$ cat src/rtl/serial_sub_pkg.sv
// -----------------------------------------------------------------------------
// serial_sub_pkg
//   Shared definitions for the bit-serial subtractor.
//   - state_e        : FSM state encoding (IDLE / SHIFT / DONE)
//   - DEFAULT_WIDTH  : default operand width
//   - cnt_width()    : width of a counter that must hold 0..w without wrapping
// -----------------------------------------------------------------------------
package serial_sub_pkg;

    localparam int DEFAULT_WIDTH = 8;

    typedef enum logic [1:0] {
        IDLE  = 2'd0,
        SHIFT = 2'd1,
        DONE  = 2'd2
    } state_e;

    // Bits needed to count from 0 up to and including w.
    function automatic int cnt_width(input int w);
        return $clog2(w + 1);
    endfunction

endpackage

$ cat src/rtl/full_subtractor.sv
// -----------------------------------------------------------------------------
// full_subtractor
//   One-bit combinational subtractor: computes a - b - bin.
//   Ports:
//     a    in  : minuend bit
//     b    in  : subtrahend bit
//     bin  in  : borrow in from the less significant bit
//     d    out : difference bit
//     bout out : borrow out to the more significant bit
// -----------------------------------------------------------------------------
module full_subtractor (
    input  logic a,
    input  logic b,
    input  logic bin,
    output logic d,
    output logic bout
);

    assign d    = a ^ b ^ bin;
    // A borrow is needed whenever the bits being taken away (b, bin)
    // outweigh the minuend bit.
    assign bout = (~a & b) | (~a & bin) | (b & bin);

endmodule

$ cat src/rtl/serial_subtractor.sv
// -----------------------------------------------------------------------------
// serial_subtractor
//   Bit-serial unsigned subtractor, LSB first, one bit per clock.
//   A start in IDLE captures a/b; WIDTH SHIFT cycles later the FSM enters
//   DONE for one cycle with diff = (a - b) mod 2^WIDTH and borrow_out = (a < b).
//   Ports:
//     clk        in  : clock, rising edge
//     rst_n      in  : synchronous active-low reset
//     start      in  : begin an operation (only honoured in IDLE)
//     a, b       in  : WIDTH-bit unsigned minuend / subtrahend
//     busy       out : high while bits are being processed
//     done       out : one-cycle pulse, diff/borrow_out freshly valid
//     diff       out : registered result, held until the next DONE
//     borrow_out out : registered final borrow, held until the next DONE
//   WIDTH legal range: 2..32.
// -----------------------------------------------------------------------------
module serial_subtractor
    import serial_sub_pkg::*;
#(
    parameter int WIDTH = DEFAULT_WIDTH
) (
    input  logic             clk,
    input  logic             rst_n,
    input  logic             start,
    input  logic [WIDTH-1:0] a,
    input  logic [WIDTH-1:0] b,
    output logic             busy,
    output logic             done,
    output logic [WIDTH-1:0] diff,
    output logic             borrow_out
);

    localparam int CNT_W = cnt_width(WIDTH);

    // ------------------------------------------------------------------
    // State
    // ------------------------------------------------------------------
    state_e             state_q,  state_d;
    logic [WIDTH-1:0]   a_sh_q,   a_sh_d;     // minuend, shifts right
    logic [WIDTH-1:0]   b_sh_q,   b_sh_d;     // subtrahend, shifts right
    // Only WIDTH-1 partial bits need storing: the final bit is combined
    // with them directly on the edge that enters DONE.
    logic [WIDTH-2:0]   res_q,    res_d;
    logic               bor_q,    bor_d;      // running borrow
    logic [CNT_W-1:0]   cnt_q,    cnt_d;      // bits processed so far
    logic [WIDTH-1:0]   diff_q,   diff_d;
    logic               bout_q,   bout_d;

    // ------------------------------------------------------------------
    // Per-bit arithmetic on the current LSBs
    // ------------------------------------------------------------------
    logic fs_d;
    logic fs_bout;

    full_subtractor u_fs (
        .a    (a_sh_q[0]),
        .b    (b_sh_q[0]),
        .bin  (bor_q),
        .d    (fs_d),
        .bout (fs_bout)
    );

    // New difference bit enters from the MSB side; after WIDTH steps the
    // first bit produced has walked down to bit 0.
    logic [WIDTH-1:0] res_shift;
    assign res_shift = {fs_d, res_q};

    logic last_bit;
    assign last_bit = (cnt_q == CNT_W'(WIDTH - 1));

    // ------------------------------------------------------------------
    // Next-state / datapath
    // ------------------------------------------------------------------
    always_comb begin
        state_d = state_q;
        a_sh_d  = a_sh_q;
        b_sh_d  = b_sh_q;
        res_d   = res_q;
        bor_d   = bor_q;
        cnt_d   = cnt_q;
        diff_d  = diff_q;
        bout_d  = bout_q;

        unique case (state_q)
            IDLE: begin
                if (start) begin
                    state_d = SHIFT;
                    a_sh_d  = a;
                    b_sh_d  = b;
                    res_d   = '0;
                    bor_d   = 1'b0;
                    cnt_d   = '0;
                end
            end

            SHIFT: begin
                a_sh_d = a_sh_q >> 1;
                b_sh_d = b_sh_q >> 1;
                res_d  = res_shift[WIDTH-1:1];
                bor_d  = fs_bout;
                cnt_d  = cnt_q + CNT_W'(1);
                if (last_bit) begin
                    // Results are only published on the way into DONE,
                    // so they stay stable for a whole operation.
                    state_d = DONE;
                    diff_d  = res_shift;
                    bout_d  = fs_bout;
                end
            end

            DONE: begin
                state_d = IDLE;
            end

            default: begin
                state_d = IDLE;
            end
        endcase
    end

    // ------------------------------------------------------------------
    // Registers; reset takes priority, so start is ignored while rst_n=0
    // ------------------------------------------------------------------
    always_ff @(posedge clk) begin
        if (!rst_n) begin
            state_q <= IDLE;
            a_sh_q  <= '0;
            b_sh_q  <= '0;
            res_q   <= '0;
            bor_q   <= 1'b0;
            cnt_q   <= '0;
            diff_q  <= '0;
            bout_q  <= 1'b0;
        end else begin
            state_q <= state_d;
            a_sh_q  <= a_sh_d;
            b_sh_q  <= b_sh_d;
            res_q   <= res_d;
            bor_q   <= bor_d;
            cnt_q   <= cnt_d;
            diff_q  <= diff_d;
            bout_q  <= bout_d;
        end
    end

    // ------------------------------------------------------------------
    // Outputs: pure decodes of registered state
    // ------------------------------------------------------------------
    assign busy       = (state_q == SHIFT);
    assign done       = (state_q == DONE);
    assign diff       = diff_q;
    assign borrow_out = bout_q;

endmodule

$ cat config.mk
export PLATFORM = sky130hd
export DESIGN_NAME = serial_subtractor
export DESIGN_NICKNAME = d
export VERILOG_FILES = /design/src/rtl/serial_sub_pkg.sv /design/src/rtl/full_subtractor.sv /design/src/rtl/serial_subtractor.sv
export SDC_FILE = /design/constraint.sdc
export NUM_CORES = 1
export LEC_CHECK = 0
export BUFFER_PORTS_ARGS = -buffer_cell sky130_fd_sc_hd__buf_2
export CAP_MARGIN = 40
export CORE_ASPECT_RATIO = 1.75
export CORE_MARGIN = 4
export CORE_UTILIZATION = 40
export DETAILED_ROUTE_END_ITERATION = 10
export MAX_ROUTING_LAYER = met4
export PLACE_DENSITY_LB_ADDON = 0.08
export SYNTH_ARGS = -nofsm -noshare
export SYNTH_HDL_FRONTEND = slang
export SYNTH_SLANG_ARGS = --single-unit
$ cat constraint.sdc
create_clock -name clk -period 2.9 [get_ports clk]
set_input_delay 0.29 -clock clk [delete_from_list [all_inputs] [get_ports clk]]
set_output_delay 0.29 -clock clk [all_outputs]
set_load 0.03 [all_outputs]
=== After elaboration in Yosys (flattened, before gate mapping) ===
Index checks and enable logic that the tools add are counted.

* Register bits after elaboration: 39
* Output and inout port bits: 11

* Add/sub/neg operators: 1
* Equal/unequal tests: 5
* Mux-type cells: 13
* Bitwise gates (word level): 8
* Reductions and logical operators: 5

{| class="wikitable"
|+ Operators with widths
! cell !! number
|-
| 8-bit case mux with 2 select lines || 2
|-
| 8-bit 2-to-1 mux || 2
|-
| 7-bit case mux with 2 select lines || 1
|-
| 4-bit case mux with 2 select lines || 1
|-
| 7-bit 2-to-1 mux || 1
|-
| 2-bit AND reduction || 3
|-
| 4-bit by 1-bit adder with 4-bit output (second input constant) || 1
|-
| 4-bit by 3-bit equality test with 1-bit output (second input constant) || 1
|-
| 2-bit 2-to-1 mux || 2
|-
| 4-bit 2-to-1 mux || 1
|-
| 2-bit case mux with 2 select lines || 1
|-
| 1-bit bitwise AND || 3
|-
| 2-bit by 1-bit equality test with 1-bit output (second input constant) || 1
|-
| 2-bit equality test (second input constant) || 1
|-
| 2-bit logical NOT || 1
|-
| 2-bit by 1-bit != test with 1-bit output (second input constant) || 1
|-
| 2-bit != test (second input constant) || 1
|-
| 1-bit OR || 2
|-
| 1-bit case mux with 2 select lines || 1
|-
| 2-bit nonzero test || 1
|-
| 1-bit XOR || 2
|-
| 1-bit 2-to-1 mux || 1
|-
| 1-bit inverter || 1
|}

=== Longest topological paths before layout ===
Gate-level depths: netlist of the first run.

* Word-level depth: 5
* Gate-level depth with buffers: 6
* Depth with buffers taken out: 4

=== Hierarchy ===
From an unflattened synthesis of the first run, not the netlist that was laid out.

* Cell total of the unflattened synthesis: 182
* Area total of the unflattened synthesis: 1744.2 sq um

{| class="wikitable"
|+ Modules (own cells, without submodules)
! module !! times used !! cells an instance !! area each (sq um) !! sequential area each (sq um)
|-
| serial_subtractor || 1 || 179 || 1716.6 || 780.7
|-
| full_subtractor || 1 || 3 || 27.5 || 0.0
|}

=== Worst setup path after synthesis of the first run ===
OpenSTA, ideal clock, no wires.

* Kind: reg-to-output
* Start point: register state_q[1]
* End point: output done
* Arrival: 1.221 ns
* Slack: 1.389 ns
* Cell stages (with the launch flop): 4
* Buffers on the path: 2
* Cell sequence: dfxtp_1 buf_2 buf_2 nor2b_1

* Word-level cells in the longest chain between the ends: 1

{| class="wikitable"
|+ Ends and longest elaborated chain
! what !! RTL line !! source
|-
| start, declared || serial_subtractor.sv:38 || <nowiki>state_e state_q, state_d;</nowiki>
|-
| start signal, assigned || serial_subtractor.sv:135 || <nowiki>state_q <= state_d;</nowiki>
|-
| 2-bit equality test || serial_subtractor.sv:150 || <nowiki>assign done = (state_q == DONE);</nowiki>
|-
| end, declared || serial_subtractor.sv:28 || <nowiki>output logic done,</nowiki>
|}

No other way between the ends.

=== Worst setup path in the final report of the first run ===
* Start point: register state_q[0]
* End point: register cnt_q[0]

* Word-level cells in the longest chain between the ends: 3
* Elaborated cells between the ends (all ways): 6
* Those cells by class: eq/ne: 2; mux: 1; reduce/logical: 3

{| class="wikitable"
|+ Ends and longest elaborated chain
! what !! RTL line !! source
|-
| 2-bit by 1-bit equality test with 1-bit output or 2-bit logical NOT (tied branches) || serial_subtractor.sv:84 || <nowiki>unique case (state_q)</nowiki>
|-
| 2-bit nonzero test (no line) or 2-bit != test (tied branches) || -- ||
|-
| 2-bit AND reduction (no line) || -- ||
|-
| end signal, assigned || serial_subtractor.sv:140 || <nowiki>cnt_q <= cnt_d;</nowiki>
|-
| end, declared || serial_subtractor.sv:45 || <nowiki>logic [CNT_W-1:0] cnt_q, cnt_d;</nowiki>
|}

Several ways; a longest one is shown, not always the timed one.
A chain may end at the register's enable or synchronous reset.

==> impl_metrics.toml, run 1 <==
[clocking]
cts.sinks = 39
cts_resized = 0
cts.clk_slew.worst_paths_ns = 0.08
cts_tree = "done"
cts_max_path_buffers = 2
clk_latency_ns = 0.29
hold_buffers = 0
root_buffer = "clkbuf_8"
htree_levels = 2
cts_buffers = 5
cts_setup_buffers = 0

[finish]
area_growth_pct = 12.7
seqCellArea_sq_um = 781
final_common_cell = "dfxtp_1"
mostFrequentLayoutCells = "39 x dfxtp_1, 29 x buf_2, 20 x nand2_1, 17 x nor2b_1"
nets = 220
drive_above_1_share = 0.241
antenna_cells = 0
multi_input_area_sq_um = 835
fill_cells = 401
final_cell_count_no_fill = 248

[floorplanning]
die_w_um = 57.7
rows = 31
die_y_um = 95.0
start_util = 0.417
die_area_sq_mm = 0.00548
io_pins = 30
core-area_sq_mm = 0.00415

[routing]
antenna_left = 0
viasPerCell = 5.33
drtIter0Drc = 33
vias = 1323
postRouteWirelength_mm = 3.58
drc = 0
wl_per_cell_um = 14.5
dr.pass1.iters = 4

[global_route]
grt_use_total = 0.150
grt_first_pass_wirelength_mm = 6.13
grt_antenna_before_repair = 0
grt_pass1_vias = 1313
grt_overflow_total = 0
grt_max_degree = 43

[power_and_ir_drop]
switching_share = 0.233
worst_ir_drop_vdd_mv = 0.383
cellLeakagePower_nw = 0.811
p_comb_frac = 0.098
cellPowerDensity_mw_per_mm2 = 578
p_seq_frac = 0.512
fin_total_pwr_w = 0.00113
intPower_w = 0.000864
power_frac_clock = 0.389
p_sw_w = 0.000263

[synthesis]
ys_ff_latch = 39
yosys.area_share.simple = 0.189
synth-compound-area-share = 0.228
ys.warnings.count = 0
ys.flop_type = "dfxtp_1"
synth_adder_area_share = 0.0188
async_flop_share = 0
synth-edff-count = 0
syn-cell-area_sq_mm = 0.00173
netlist_instances = 178
synth.distinct_cells = 34
synthMuxAreaShare = 0.0463
synth_seq_area_share = 0.451
synth_nets = 199
syn_avg_cell_area_sq_um = 9.72
yosys.area_share.xor_xnor = 0
synth_top_family_by_area = "compound AO/OA/AOI/OAI gates"

[sta]
drv_slew = 0
hold_viol_final = 0
worst_slew_pin_slew_ns = 0.677
setup_violations = 0
min_period_ns = 1.85
relSlewSlack = 0.549
period_share = 0.638
grt_setup_unrepaired = "no"
fmax_mhz = 541
finalSetupTns_ns = 0
fin_skew_ns = 0.00735

[run]
maxCapViolations = 0

[critical_path]
arrival_ns = 2.04
path_class = "register to register"
worstPathMaxFanout = 21
end_kind = "register"
cp-start-kind = "register"
ff2ff_setup_slack_ns = 1.05
required_ns = 3.09

[hold_path]
min_path_type = "input port to register"

[placement]
post-place-cells = 241
gp_congestion = 0.761
dpl.hpwl_mm = 2.50
io_buffers = 29

[run_status]
status = "finished clean"
## per-stage QoR
step	util	hold slack (ns)	area, sq um	setup WS [ns]
4_1_cts	0.470	0.267	1950	1.02
6_report	0.470	0.267	1950	1.05
2_1_floorplan	-	0.438	1730	1.39
3_5_place_dp	0.444	0.445	1840	1.03
3_3_place_gp	0.444	0.440	1840	1.10
5_1_grt	0.470	0.289	1950	0.830
## power by group through the flow
stage / registers, W / logic [W] / clock network [W]
after global routing: 0.000580 / 0.000127 / 0.000471
after floorplan: 0.000582 / 0.0000965 / 0
after CTS: 0.000577 / 0.000113 / 0.000452
after global placement: 0.000589 / 0.000110 / 0
final: 0.000577 / 0.000111 / 0.000439
after detailed placement: 0.000589 / 0.000112 / 0
## cell families after synthesis
group | count (synthesis)
buffers and inverters | 19
adder cells (fa/ha/maj) | 2
multiplexers | 8
AO/OA/AOI/OAI | 47
flip-flops | 39
AND/OR/NAND/NOR | 63
## synth_stat cells, drive strengths merged, types with 3 or more instances
cell type / count / area (sq um)
dfxtp: 39 / 781
nor2b: 17 / 106
a21oi: 14 / 70.1
clkbuf: 4 / 15.0
buf: 13 / 92.6
nor2: 15 / 63.8
a22o: 9 / 78.8
nand2: 20 / 75.1
o221a: 14 / 158
mux2i: 8 / 80.1
and2: 3 / 18.8
## flip-flops by register name, indices dropped and copies added (netlist names)
name / flops
res_q: 7
a_sh_q: 8
diff: 8
bor_q: 1
borrow_out: 1
cnt_q: 4
state_q: 2
b_sh_q: 8
## final timing paths
path	start	to	depth (start not counted)
worst max-delay path	state_q[0]	cnt_q[0]	4
worst min-delay path	a[7]	a_sh_q[7]	3
worst max register to register	state_q[0]	cnt_q[0]	4
worst min register to register	diff[4]	diff[4]	2
## area by class of cell
cell class                      instances  share of cell area
Multi-Input combinational cell        120               0.428
Sequential cell                        39               0.400
Timing Repair Buffer                   31              0.0821
Clock buffer                            5              0.0353
Tap cell                               49              0.0314
Clock inverter                          2              0.0192
Inverter                                2             0.00385
## worst max-delay path, stage by stage, from the launching register on
cell and delay (ns):
dfxtp_1 0.63, buf_4 0.31, o21ba_1 0.55, nand2_1 0.11, o211a_1 0.14
## per-layer routing
metal / routed length, um / GRT usage / up-vias
met5: 0 / - / -
met4: 91 / 0.0696 / 0
met3: 143 / 0.0366 / 8
met2: 1880 / 0.249 / 23
met1: 1470 / 0.166 / 622
li1: - / - / 670
Note: power is estimated with default switching activity, not from simulation.
==> inputs of run 2 (changes only) <==
==> constraint.sdc (replaced) <==
create_clock -name clk -period 1.9 [get_ports clk]
set_input_delay 0.19 -clock clk [delete_from_list [all_inputs] [get_ports clk]]
set_output_delay 0.19 -clock clk [all_outputs]
set_load 0.03 [all_outputs]
==> run 2 against run 1 <==
Compared with the run above: global-route usage about the same; sequential share of layout area shrank 0.53 points; highest routed layer unchanged; critical endpoint is now done; routed wire length increased by 2.7%; final cell count up 1.2%; clock skew is 0.0030 ns higher.
==> impl_metrics.toml, run 2 (synthesis gave the netlist of run 1 again) <==
[finish]
area_growth_pct = 14.2
final_cell_count_no_fill = 251
seqCellArea_sq_um = 781
antenna_cells = 0
multi_input_area_sq_um = 835
mostFrequentLayoutCells = "39 x dfxtp_1, 29 x buf_2, 20 x nand2_1, 17 x nor2b_1"
nets = 222
drive_above_1_share = 0.252
fill_cells = 417
final_common_cell = "dfxtp_1"

[routing]
wl_per_cell_um = 14.7
viasPerCell = 5.32
drc = 0
drtIter0Drc = 47
dr.pass1.iters = 4
postRouteWirelength_mm = 3.68
antenna_left = 0
vias = 1336

[sta]
min_period_ns = 1.65
fmax_mhz = 605
period_share = 0.869
fin_skew_ns = 0.0104
worst_slew_pin_slew_ns = 0.596
setup_violations = 0
grt_setup_unrepaired = "no"
relSlewSlack = 0.602
drv_slew = 0
holdWs_ns = 0.166
finalSetupTns_ns = 0
hold_viol_final = 0

[power_and_ir_drop]
cellPowerDensity_mw_per_mm2 = 894
worst_ir_drop_vdd_mv = 0.504
cellLeakagePower_nw = 0.832

[clocking]
cts_resized = 0
cts_max_path_buffers = 2
cts.clk_slew.worst_paths_ns = 0.07
cts_tree = "done"
htree_levels = 2
root_buffer = "clkbuf_8"
cts_setup_buffers = 0
cts_buffers = 5
hold_buffers = 0
cts.sinks = 39
clk_latency_ns = 0.29

[floorplanning]
die_w_um = 57.7
rows = 31
die_area_sq_mm = 0.00548
io_pins = 30
start_util = 0.417
core-area_sq_mm = 0.00415
die_y_um = 95.0

[placement]
post-place-cells = 243
gp_congestion = 0.715
io_buffers = 29
dpl.hpwl_mm = 2.61

[critical_path]
required_ns = 1.71
critPathMaxStageDelay_ns = 0.52
cp-start-kind = "register"
arrival_ns = 1.46
path_class = "register to output port"
worst-path-buf-inv = 2
end_kind = "output port"
worstPathMaxFanout = 16
cp_top_family = "flip-flops"
critPathSlowestCell = "dfxtp_1"
path_cells = "buf_4, nor2b_1, buf_2"

[global_route]
grt_first_pass_wirelength_mm = 6.24
grt_max_degree = 26
grt_use_total = 0.150
grt_overflow_total = 0
grt_antenna_before_repair = 0
grt_pass1_vias = 1386

[hold_path]
min_path_type = "input port to register"

[run_status]
status = "finished clean"

[run]
maxCapViolations = 0
-- run 2: cell count changes in the layout (fill, tap and decap cells not counted), sizes merged --
cell / before / now
clkinvlp: 1 / 0
clkbuf: 5 / 6
clkinv: 0 / 1
buf: 31 / 33
-- run 2: path summary, 6_finish.rpt --
| kind | start | end | slack, ns | cells past startpoint |
|---|---|---|---|---|
| setup / recovery | state_q[1] | done | 0.25 | 3 |
| hold / removal | a[7] | a_sh_q[7] | 0.17 | 3 |
| setup reg to reg | state_q[0] | b_sh_q[4] | 0.36 | 2 |
| hold reg to reg | diff[0] | diff[0] | 0.46 | 2 |
-- run 2: layout make-up --
type	instances	share of cell area
Timing Repair Buffer	33	0.0886
Tap cell	49	0.0310
Clock inverter	2	0.0177
Sequential cell	39	0.395
Inverter	2	0.00380
Clock buffer	6	0.0418
Multi-Input combinational cell	120	0.422
-- run 2: routing by layer --
| layer | vias to the layer above | track usage | routed length (um) |
|---|---|---|---|
| met5 | - | - | 0 |
| met4 | 0 | 0.0658 | 78 |
| met3 | 9 | 0.0312 | 156 |
| met2 | 23 | 0.261 | 1910 |
| met1 | 627 | 0.160 | 1540 |
| li1 | 677 | - | - |
-- run 2: metrics by stage --
step           utilization  worst slack [ns]  power, W  area (sq um)
2_1_floorplan            -             0.489   0.00104          1730
5_1_grt              0.476             0.168   0.00185          1980
3_3_place_gp         0.448             0.445   0.00107          1860
4_1_cts              0.476             0.240   0.00180          1980
3_5_place_dp         0.448             0.388   0.00107          1860
6_report             0.476             0.248   0.00177          1980
-- run 2: worst min-delay path, cell delays in order --
cell	delay, ns
buf_2	0.08
a22oi_1	0.05
nor2b_1	0.10
-- run 2: power breakdown --
part	internal, W	switching (W)	total [W]
logic	0.0000840	0.0000903	0.000174
registers	0.000853	0.0000258	0.000879
clock network	0.000425	0.000290	0.000715
total	0.00136	0.000406	0.00177
==> inputs of run 3 (changes only) <==
--- a/config.mk
+++ b/config.mk
@@ -5,6 +5,7 @@
 export SDC_FILE = /design/constraint.sdc
 export NUM_CORES = 1
 export LEC_CHECK = 0
+export ABC_AREA = 1
 export BUFFER_PORTS_ARGS = -buffer_cell sky130_fd_sc_hd__buf_2
 export CAP_MARGIN = 40
 export CORE_ASPECT_RATIO = 1.75
@@ -13,6 +14,7 @@
 export DETAILED_ROUTE_END_ITERATION = 10
 export MAX_ROUTING_LAYER = met4
 export PLACE_DENSITY_LB_ADDON = 0.08
+export RECOVER_POWER = 50
 export SYNTH_ARGS = -nofsm -noshare
 export SYNTH_HDL_FRONTEND = slang
 export SYNTH_SLANG_ARGS = --single-unit
==> run 3 against run 2 <==
Compared with the run above: via count up 16%; non-clock buffer count rose by 3; critical endpoint is now busy; highest routed layer unchanged; worst hold slack worse by 0.018 ns; first-iteration DRC count shrank 21%; count of clock-buffer cells in the layout unchanged; register-to-register slack gained 0.04 ns; global-route usage up 0.99 points; sequential power shrank 1%; routed wire length is 5.2% higher; sequential share of layout area shrank 0.44 points.
==> impl_metrics.toml, run 3 <==
[routing]
drc = 0
antenna_left = 0
vias = 1546
postRouteWirelength_mm = 3.87
dr.pass1.iters = 4
drtIter0Drc = 37
wl_per_cell_um = 12.0
viasPerCell = 4.79

[synthesis]
synth_nets = 263
ys.warnings.count = 0
synth-edff-count = 0
netlist_instances = 242
async_flop_share = 0
yosysTopAreaCell = "dfxtp_1"
synth_common_cells = "57 x nand2_1, 44 x nor2_1, 39 x dfxtp_1"
synth_area_leaders = "dfxtp_1 46%, nand2_1 13%, nand3_1 10%"
syn_avg_cell_area_sq_um = 7.03
synth.distinct_cells = 19
synth_seq_area_share = 0.459
synth_most_common_cell = "nand2_1"
syn-cell-area_sq_mm = 0.00170
ys.flop_type = "dfxtp_1"
ys_ff_latch = 39
synth_top_cell_area_share = 0.459

[power_and_ir_drop]
cellPowerDensity_mw_per_mm2 = 901
worst_ir_drop_vdd_mv = 0.498
fin_total_pwr_w = 0.00180
cellLeakagePower_nw = 0.895

[sta]
hold_viol_final = 0
setup_violations = 0
worst_slew_pin_slew_ns = 0.434
fin_skew_ns = 0.00585
period_share = 0.807
grt_setup_unrepaired = "no"
fmax_mhz = 652
holdWs_ns = 0.148
relSlewSlack = 0.710
finalSetupTns_ns = 0
drv_slew = 0
min_period_ns = 1.53

[clocking]
cts_resized = 0
cts_setup_buffers = 0
hold_buffers = 0
cts_buffers = 5
clk_latency_ns = 0.29
htree_levels = 2
cts.sinks = 39
cts_tree = "done"
cts_max_path_buffers = 2
cts.clk_slew.worst_paths_ns = 0.08
root_buffer = "clkbuf_8"

[critical_path]
cp_top_family = "flip-flops"
arrival_ns = 1.34
path_class = "register to output port"
critPathSlowestCell = "dfxtp_1"
worst-path-buf-inv = 2
critPathMaxStageDelay_ns = 0.39
cp-start-kind = "register"
required_ns = 1.71
path_cells = "inv_1, nor2_2, buf_2"
worstPathMaxFanout = 10
end_kind = "output port"

[hold_path]
min_path_type = "input port to register"

[finish]
nets = 294
area_growth_pct = 17.5
stdcell_area_sq_mm = 0.00200
final_common_cell = "nand2_1"
mostFrequentLayoutCells = "58 x nand2_1, 44 x nor2_1, 39 x dfxtp_1, 35 x nand3_1, 24 x inv_1"
final_util = 0.486
drive_above_1_share = 0.142
antenna_cells = 0

[floorplanning]
die_area_sq_mm = 0.00540
rows = 31
die_w_um = 57.3
die_y_um = 94.3
io_pins = 30
start_util = 0.414
core-area_sq_mm = 0.00411

[global_route]
grt_use_total = 0.160
grt_max_degree = 20
grt_overflow_total = 0
grt_first_pass_wirelength_mm = 6.46
grt_antenna_before_repair = 0
grt_pass1_vias = 1438

[placement]
io_buffers = 29
dpl.hpwl_mm = 2.84
placed_cell_area_sq_mm = 0.00190
gp_congestion = 0.766

[run_status]
status = "finished clean"

[run]
maxCapViolations = 0
## run 3: final cells by class
type / instances / area, sq um
Timing Repair Buffer: 36 / 185
Clock buffer: 6 / 82.6
Tap cell: 49 / 61.3
Fill cell: 460 / 2110
Clock inverter: 2 / 35.0
Multi-Input combinational cell: 167 / 764
Inverter: 24 / 90.1
Sequential cell: 39 / 781
## run 3: metrics by stage
stage	setup WS, ns	cells
floorplan	0.767	242
global placement	0.494	315
detailed placement	0.489	315
CTS	0.329	323
global route	0.165	323
finish	0.366	323
## run 3: tightest hold or removal path, delay by kind of cell
kind	cells	cell delay (ns)
compound gates	1	0.07
buf+inv	2	0.13
## run 3: cells by family after synthesis
logic type                 Yosys count  share of synthesized area
and+or+nand+nor                    149                      0.377
DFF                                 39                      0.459
buffers and inverters               36                     0.0904
adders and majority gates            2                     0.0191
AOI/OAI and AO/OA                   16                     0.0544
## run 3: layer usage
layer  up-vias  routed length, um  GRT usage
met2        25               2020      0.286
met3         7                160     0.0344
met1       686               1620      0.164
met5         -                  0          -
li1        828                  -          -
met4         0                 76     0.0696
## run 3: path summary, 6_finish.rpt
| path | endpoint | startpoint | slack, ns | cells past startpoint |
|---|---|---|---|---|
| worst max-delay path | busy | state_q[0] | 0.37 | 3 |
| worst min-delay path | a_sh_q[7] | a[7] | 0.15 | 3 |
| worst max register to register | diff[4] | state_q[1] | 0.40 | 6 |
| worst min register to register | res_q[0] | res_q[0] | 0.48 | 2 |
## run 3: where the power goes
part           switching [W]  internal, W  leakage, nW
sequential         0.0000191     0.000849        0.317
clock               0.000297     0.000425       0.0612
combinational       0.000136    0.0000764        0.516
total               0.000452      0.00135        0.895
